`src/rtl/framing_pkg.sv`:
```
// framing_pkg: shared constants and types for the framing block RX drain engine.
//   - byte addresses of the framing block registers and RX buffers
//   - bit positions inside the STATUS register
//   - drain_state_e: states of the drain FSM
//   - rx_last_keep(): byte mask for the final beat of a frame
package framing_pkg;

  localparam logic [14:0] FR_STATUS_A   = 15'h1830;
  localparam logic [14:0] FR_RXLEN_A    = 15'h1840;
  localparam logic [14:0] FR_RXBUF_A    = 15'h4000;
  localparam logic [14:0] FR_BUF_STRIDE = 15'h0800;

  localparam int unsigned ST_FB_LSB    = 0;
  localparam int unsigned ST_NB_LSB    = 4;
  localparam int unsigned ST_LB_LSB    = 8;
  localparam int unsigned ST_AVAIL_BIT = 12;
  localparam int unsigned ST_IRQ_BIT   = 13;

  typedef enum logic [3:0] {
    S_IDLE,
    S_STAT,
    S_STAT_W,
    S_LEN,
    S_LEN_W,
    S_DATA,
    S_DATA_W,
    S_HOLD,
    S_REL
  } drain_state_e;

  // A remainder of 0 means the last word is completely filled.
  function automatic logic [7:0] rx_last_keep(input logic [2:0] rem);
    return (rem == 3'd0) ? 8'hFF : ~(8'hFF << rem);
  endfunction

endpackage

```
`src/rtl/framing_rx_drain.sv`:
```
// framing_rx_drain: bus-initiator that empties the framing block RX ring.
// Polls STATUS every POLL_INTERVAL idle cycles; when a frame is available it
// reads its length and data words over the LSU-style slave port (single
// outstanding access, read data one cycle after the strobe), streams the data
// as 64-bit little-endian beats, then releases the buffer by writing
// firstbuf+1 back to STATUS.
// Ports:
//   msoc_clk, rst_int_n            clock, asynchronous active-low reset
//   enable                         0 = finish current frame then stay idle
//   lsu_addr/lsu_wdata/lsu_be      access address, write data, byte enables
//   ce_d/we_d/framing_sel          access strobe, write qualifier, select
//   framing_rdata                  read data
//   m_tdata/m_tkeep/m_tlast/
//   m_tvalid/m_tready              frame output stream
//   busy                           FSM not idle
//   pkt_count/drop_count           streamed / zero-length frame counters
module framing_rx_drain
  import framing_pkg::*;
#(
  parameter int unsigned POLL_INTERVAL = 64,
  parameter int unsigned CNT_W         = 16
) (
  input  logic             msoc_clk,
  input  logic             rst_int_n,
  input  logic             enable,
  output logic [14:0]      lsu_addr,
  output logic [63:0]      lsu_wdata,
  output logic [7:0]       lsu_be,
  output logic             ce_d,
  output logic             we_d,
  output logic             framing_sel,
  input  logic [63:0]      framing_rdata,
  output logic [63:0]      m_tdata,
  output logic [7:0]       m_tkeep,
  output logic             m_tlast,
  output logic             m_tvalid,
  input  logic             m_tready,
  output logic             busy,
  output logic [CNT_W-1:0] pkt_count,
  output logic [CNT_W-1:0] drop_count
);

  localparam int unsigned PT_W = $clog2(POLL_INTERVAL);
  localparam logic [PT_W-1:0] POLL_LAST = PT_W'(POLL_INTERVAL - 1);

  drain_state_e state, state_nxt;

  logic [PT_W-1:0] poll_cnt;
  logic [3:0]      fb;
  logic [10:0]     len;
  logic [8:0]      words;
  logic [7:0]      w;
  logic            poll_exp;
  logic            last_word;
  logic            beat_acc;
  logic [11:0]     len_sum;

  assign poll_exp  = (poll_cnt == POLL_LAST);
  assign last_word = ({1'b0, w} == (words - 9'd1));
  assign beat_acc  = m_tvalid && m_tready;
  assign len_sum   = {1'b0, framing_rdata[10:0]} + 12'd7;
  assign busy      = (state != S_IDLE);

  always_ff @(posedge msoc_clk or negedge rst_int_n) begin
    if (!rst_int_n) begin
      state <= S_IDLE;
    end else begin
      state <= state_nxt;
    end
  end

  always_comb begin
    state_nxt   = state;
    lsu_addr    = '0;
    lsu_wdata   = '0;
    lsu_be      = '0;
    ce_d        = 1'b0;
    we_d        = 1'b0;
    unique case (state)
      S_IDLE: begin
        if (poll_exp && enable) state_nxt = S_STAT;
      end
      S_STAT: begin
        ce_d      = 1'b1;
        lsu_be    = 8'hFF;
        lsu_addr  = FR_STATUS_A;
        state_nxt = S_STAT_W;
      end
      S_STAT_W: begin
        state_nxt = framing_rdata[ST_AVAIL_BIT] ? S_LEN : S_IDLE;
      end
      S_LEN: begin
        ce_d      = 1'b1;
        lsu_be    = 8'hFF;
        lsu_addr  = FR_RXLEN_A + {9'd0, fb[2:0], 3'd0};
        state_nxt = S_LEN_W;
      end
      S_LEN_W: begin
        state_nxt = (framing_rdata[10:0] == 11'd0) ? S_REL : S_DATA;
      end
      S_DATA: begin
        ce_d      = 1'b1;
        lsu_be    = 8'hFF;
        lsu_addr  = FR_RXBUF_A + 15'(fb[2:0]) * FR_BUF_STRIDE + {4'd0, w, 3'd0};
        state_nxt = S_DATA_W;
      end
      S_DATA_W: begin
        state_nxt = S_HOLD;
      end
      S_HOLD: begin
        if (beat_acc) state_nxt = last_word ? S_REL : S_DATA;
      end
      S_REL: begin
        ce_d      = 1'b1;
        we_d      = 1'b1;
        lsu_be    = 8'h0F;
        lsu_addr  = FR_STATUS_A;
        lsu_wdata = {60'd0, fb + 4'd1};
        state_nxt = S_IDLE;
      end
      default: state_nxt = S_IDLE;
    endcase
  end

  assign framing_sel = ce_d;

  // The poll timer saturates at expiry so a late enable starts a poll at once;
  // leaving IDLE clears it, which restarts the interval after every poll/release.
  always_ff @(posedge msoc_clk or negedge rst_int_n) begin
    if (!rst_int_n) begin
      poll_cnt   <= '0;
      fb         <= '0;
      len        <= '0;
      words      <= '0;
      w          <= '0;
      m_tdata    <= '0;
      m_tkeep    <= '0;
      m_tlast    <= 1'b0;
      m_tvalid   <= 1'b0;
      pkt_count  <= '0;
      drop_count <= '0;
    end else begin
      if (state == S_IDLE) begin
        if (!poll_exp) poll_cnt <= poll_cnt + 1'b1;
      end else begin
        poll_cnt <= '0;
      end

      unique case (state)
        S_STAT_W: fb <= framing_rdata[ST_FB_LSB +: 4];
        S_LEN_W: begin
          len   <= framing_rdata[10:0];
          words <= len_sum[11:3];
          w     <= '0;
          if (framing_rdata[10:0] == 11'd0) drop_count <= drop_count + 1'b1;
        end
        S_DATA_W: begin
          m_tdata  <= framing_rdata;
          m_tkeep  <= last_word ? rx_last_keep(len[2:0]) : 8'hFF;
          m_tlast  <= last_word;
          m_tvalid <= 1'b1;
        end
        S_HOLD: begin
          if (beat_acc) begin
            m_tvalid <= 1'b0;
            if (last_word) pkt_count <= pkt_count + 1'b1;
            else           w <= w + 8'd1;
          end
        end
        default: ;
      endcase
    end
  end

endmodule

```
`config.mk`:
```
export PLATFORM = sky130hd
export DESIGN_NAME = framing_rx_drain
export DESIGN_NICKNAME = d
export VERILOG_FILES = /design/src/rtl/framing_pkg.sv /design/src/rtl/framing_rx_drain.sv
export SDC_FILE = /design/constraint.sdc
export NUM_CORES = 1
export LEC_CHECK = 0
export BUFFER_PORTS_ARGS = -buffer_cell sky130_fd_sc_hd__buf_4
export CORE_MARGIN = 2
export CORE_UTILIZATION = 45
export CTS_BUF_LIST = sky130_fd_sc_hd__clkbuf_8 sky130_fd_sc_hd__clkbuf_16
export DETAILED_ROUTE_END_ITERATION = 10
export PLACE_DENSITY = 0.87
export SETUP_SLACK_MARGIN = 0.1
export SYNTH_ARGS = -nofsm -noshare
export SYNTH_HDL_FRONTEND = slang
export SYNTH_SLANG_ARGS = --single-unit
```
`constraint.sdc`:
```
create_clock -name msoc_clk -period 2.52 [get_ports msoc_clk]
set_input_delay 0.126 -clock msoc_clk [delete_from_list [all_inputs] [get_ports msoc_clk]]
set_output_delay 0.126 -clock msoc_clk [all_outputs]
set_load 0.02 [all_outputs]
```
Word-level counts from Yosys, hierarchy flattened. Cells that the tools add are included.

Output and inout port bits: 197. Word-level logic and storage cells: 74. Register bits: 140. Input port bits: 68.

Add/subtract/negate cells: 10. Bitwise operators: 1. Reduce and logical (&&, ||, !) cells: 16. Equality and inequality tests: 14. Shifts and indexed selects: 1. Muxes and demuxes: 20.

Operators with widths (count): $pmux W15 S3 (1); $add A16 B1 Y16 const B (2); $mux W8 (4); $pmux W4 S8 (1); $pmux W8 S2 (2); $mux W4 (5); $eq A4 B3 Y1 const B (4); $add A15 B11 Y15 (1); $add A15 B14 Y15 const A (1); $add A13 B6 Y14 const A (1); $add A11 B3 Y12 const B (1); $mux W6 (2); $logic_not A11 Y1 (1); $eq A8 B9 Y1 (1); $sub A9 B1 Y9 const B (1); $add A8 B1 Y8 const B (1); $eq A4 B2 Y1 const B (2); $ne A2 B2 Y1 const B (4); $not A8 Y8 (1); $shl A8 B3 Y8 const A (1); $add A6 B1 Y6 const B (1); $eq A6 B6 Y1 const B (1); $reduce_and A2 Y1 (3); $reduce_and A3 Y1 (2); 14 further kinds (18).

Depth between registers and ports, before layout.
Depth in word-level cells: 5. Gate-level depth with buffers: 10. Mapped depth without buffers: 9.

Worst setup path after synthesis. No wires, ideal clock.

Path kind: reg-to-reg. Start: register words[0]. End: register pkt_count[14]. Path buffers: 0. Path slack: -0.143 ns. Cell stages (with the launch flop): 10. Setup time: 0.130 ns. Period minus slack after synthesis: 2.663 ns. Required time: 2.390 ns. Data arrival time: 2.533 ns. Path through: dfrtp_1 -> inv_1 -> ha_1 -> xor2_1 -> o21ai_0 -> a21oi_1 -> or4_4 -> or3_1 -> or4_4 -> xnor2_2.

Word-level cells in the longest chain between the ends: 3.

Ends and longest elaborated chain: start: declaration (RTL line framing_rx_drain.sv:51) `logic [8:0] words;`; start signal: assignment (RTL line framing_rx_drain.sv:153) `words <= len_sum[11:3];`; $sub A9 B1 Y9 (RTL line framing_rx_drain.sv:59) `assign last_word = ({1'b0, w} == (words - 9'd1));`; $eq A8 B9 Y1 (RTL line framing_rx_drain.sv:59); $reduce_and A3 Y1 (no source line); end signal: assignment (RTL line framing_rx_drain.sv:166) `if (last_word) pkt_count <= pkt_count + 1'b1;`; end: declaration (RTL line framing_rx_drain.sv:39) `output logic [CNT_W-1:0] pkt_count,`.

No other way between the ends. A chain may end at the register's enable or synchronous reset.

Final worst setup path.
Start: register words[1]. End: register pkt_count[1].

Same word-level chain as after synthesis.

==> impl_metrics.csv <==
group,metric,value,unit
worst_setup_path,cp-start-kind,"flip-flop",
outcome,violations,"negative setup slack",
routing,routed_wl,21540,um
routing,drt_iter0_markers,485,
sta,final_max_slew_viol_count,0,
floorplan,core-area,0.01520,mm2
floorplan,die_h,128.6,um
clocking,cts_tree,"built",
routing,firstDrtPassIters,5,
global_routing,grt_pass1_wl,33160,um
yosys,synth_xor_area_share,5.998,%
routing,vias_per_cell,5.235,
sta,fmax,0.3771,GHz
global_routing,grt_overflow,0,
power_and_ir_drop,p_clk_share,24.3,%
finish,drive_gt1_share,30.11,%
routing,postRouteAntennaNets,0,
yosys,yosysSeqAreaShare,50.13,%
floorplan,rows,45,
worst_setup_path,critPathArrivalTime,2.95,ns
clocking,htree_levels,4,
power_and_ir_drop,p_seq_share,33.3,%
yosys,synth_async_sr_flop_share,100.0,%
power_and_ir_drop,power_frac_comb,42.4,%
yosys,netlist_instances,780,
sta,tightest_slew,0.7131,ns
clocking,clk_path_buf_depth,2,
yosys,yosysMostFrequentCell,"nand2_1",
power_and_ir_drop,peakVddDrop,0.7653,mV
global_routing,grt_pass1_vias,6777,
global_routing,grt_max_degree,62,
place,place_congestion,0.8759,
worst_setup_path,cp_max_fo,5,
sta,fin_crit_sh,105.2,%
yosys,netlist.area_leader.share,50.13,%
sta,rsz0062_at_grt,"true",
power_and_ir_drop,total_power,10.77,mW
power_and_ir_drop,p_sw_share,40.28,%
yosys,synth_compound_area_share,5.873,%
min_path,worstHoldPathType,"in2reg",
yosys,yosys_warnings,0,
clocking,clock-sinks,140,
clocking,clkTransAtPathRegs,0.06,ns
global_routing,antenna_found_initial,1,
floorplan,start_util,45.97,%
floorplan,die_x,128.6,um
worst_setup_path,crit_required,2.82,ns
yosys,synthMuxAreaShare,1.397,%
power_and_ir_drop,p_int,6.435,mW
floorplan,dieArea,0.01654,mm2
sta,slew_headroom,52.34,%
sta,setup_violations,15,
sta,finalCriticalPeriod,2.652,ns
yosys,synth_seq_cells,140,
power_and_ir_drop,p_sw,4.340,mW
outcome,outcome,"finished, violations left",
clocking,cts-buffers-inserted,17,
routing,vias,6622,
place,dp_slack,-0.1432,ns
place,dp_hpwl,13280,um
sta,fin_skew,0.01460,ns
clocking,clock_latency,0.43,ns
power_and_ir_drop,p_leak,5.234,nW
yosys,synth_top_family_by_area,"simple AND/OR/NAND/NOR gates",
power_and_ir_drop,power_density,1060,mW/mm2
worst_setup_path,worstSetupEndpointType,"flip-flop",
clocking,root_buffer,"clkbuf_16",
yosys,yosys-top-cells-count,"244 x nand2_1, 140 x dfrtp_1, 70 x buf_4, 36 x nor2_1, 29 x xnor2_1",
yosys,synth_simple_gate_area_share,25.12,%
yosys,synth_cell_type_count,47,
finish,fin_nets,1139,
yosys,synth_edf_count,0,
finish,area_growth,45.46,%
floorplan,io_pins,265,
yosys,yosys.area.top_type,"dfrtp_1",
run,drv_cap,0,
routing,wire_per_inst,17.03,um
global_routing,track_usage,25.63,%
place,io_buffers,201,
yosys,synthFlopType,"dfrtp_1",
yosys,synthAdderAreaFrac,1.432,%
sta,hold_violations,0,
yosys,syn_avg_cell_area,8.959,um2
yosys,syn_area,0.006988,mm2
sta,worst_slack,-0.1318,ns
worst_setup_path,path_class,"reg2reg",
routing,drc,0,
yosys,synthTopCellsByArea,"dfrtp_1 50%, nand2_1 13%, buf_4 7.5%",
==> kinds of logic (layout without fill, tap and decap cells) <==
family,count (synthesis),count (layout)
other cells,1,64
xor+xnor,47,47
mux,9,9
compound gates,71,71
fa+ha+maj,8,8
buf+inv,113,347
simple gates,391,391
flops,140,140
==> stage by stage <==
stage	TNS, ns	util (%)	cells	instance area [um2]	hold WS [ns]
after CTS	0	65.33	1259	9932	0.06834
after detailed placement	-1.023	56.45	1158	8582	0.1239
after global routing	-2.963	66.86	1265	10160	0.09255
final	-0.9407	66.86	1265	10160	0.08507
after floorplan	-0.04937	-	842	7248	-0.1696
after global placement	-0.05147	56.45	1158	8582	0.1213
==> power groups by stage <==
stage / logic [mW] / clock network [mW] / registers [mW]
after detailed placement: 4.08 / 0 / 3.52
after global routing: 4.89 / 2.75 / 3.67
after floorplan: 1.87 / 0 / 4.08
after global placement: 3.95 / 0 / 3.50
after CTS: 4.26 / 2.64 / 3.52
final: 4.57 / 2.62 / 3.59
==> per-layer routing <==
layer  GRT usage (%)  wire (um)
met3           6.985       1577
met5               0          0
met2           44.15      10940
met1           29.17       8099
met4           13.68        922
==> repair_timing <==
action / in CTS / in global routing
hold endpoints to repair: 125 / 0
gates resized for setup: 14 / 40
cloned: 1 / 0
hold buffers: 64 / 0
pin swaps: 22 / 14
endpoints found under the setup margin: 26 / 34
setup buffers: 4 / 5
==> worst max-delay path, cell delays in order, from the launching register on <==
cell      delay [ns]
dfrtp_1         0.42
buf_6           0.14
or4_4           0.57
o221ai_2        0.20
o221ai_2        0.12
a41oi_2         0.29
buf_4           0.19
nor3_4          0.04
buf_6           0.14
nand2_2         0.08
mux2_2          0.34
==> cell usage in the layout (no fill, tap or decap), types with 17 or more instances in the layout <==
cell | Yosys | routed
nand2_1 | 244 | 242
buf_4 | 70 | 230
dfrtp_1 | 140 | 140
dlygate4sd3_1 | 0 | 64
conb_1 | 1 | 63
nor2_1 | 36 | 32
xnor2_1 | 29 | 28
o21ai_0 | 26 | 23
a21oi_1 | 25 | 20
xor2_1 | 17 | 17
clkbuf_16 | 0 | 17
==> path summary, 6_finish.rpt <==
path | startpoint | end | slack (ns) | depth (start not counted)
setup / recovery | words[1] | pkt_count[1] | -0.13 | 10
hold / removal | framing_rdata[5] | m_tdata[5] | 0.09 | 3
setup reg to reg | words[1] | pkt_count[1] | -0.13 | 10
hold reg to reg | m_tkeep[0] | m_tkeep[0] | 0.47 | 1
max in group asynchronous | rst_int_n | m_tdata[7] | 1.54 | 3
min in group asynchronous | rst_int_n | words[4] | 0.25 | 2
==> registers in the layout (all words and copies together) (netlist names) <==
register / cells
m_tdata: 64
drop_count: 16
pkt_count: 16
words: 9
m_tkeep: 8
w: 8
poll_cnt: 6
fb: 4
state: 4
len: 3
m_tlast: 1
m_tvalid: 1
==> cell type report <==
class,instances,area (um2)
fillers,1079,5037
flip-flops and latches,140,3503
multi-input cells,589,3272
repair buffers,304,2497
clock buffers,19,452.9
well taps,188,235.2
clock inverters,13,160.2
inverters,11,41.29
diodes,1,2.502
No activity file was read; power rests on OpenSTA's default activity.
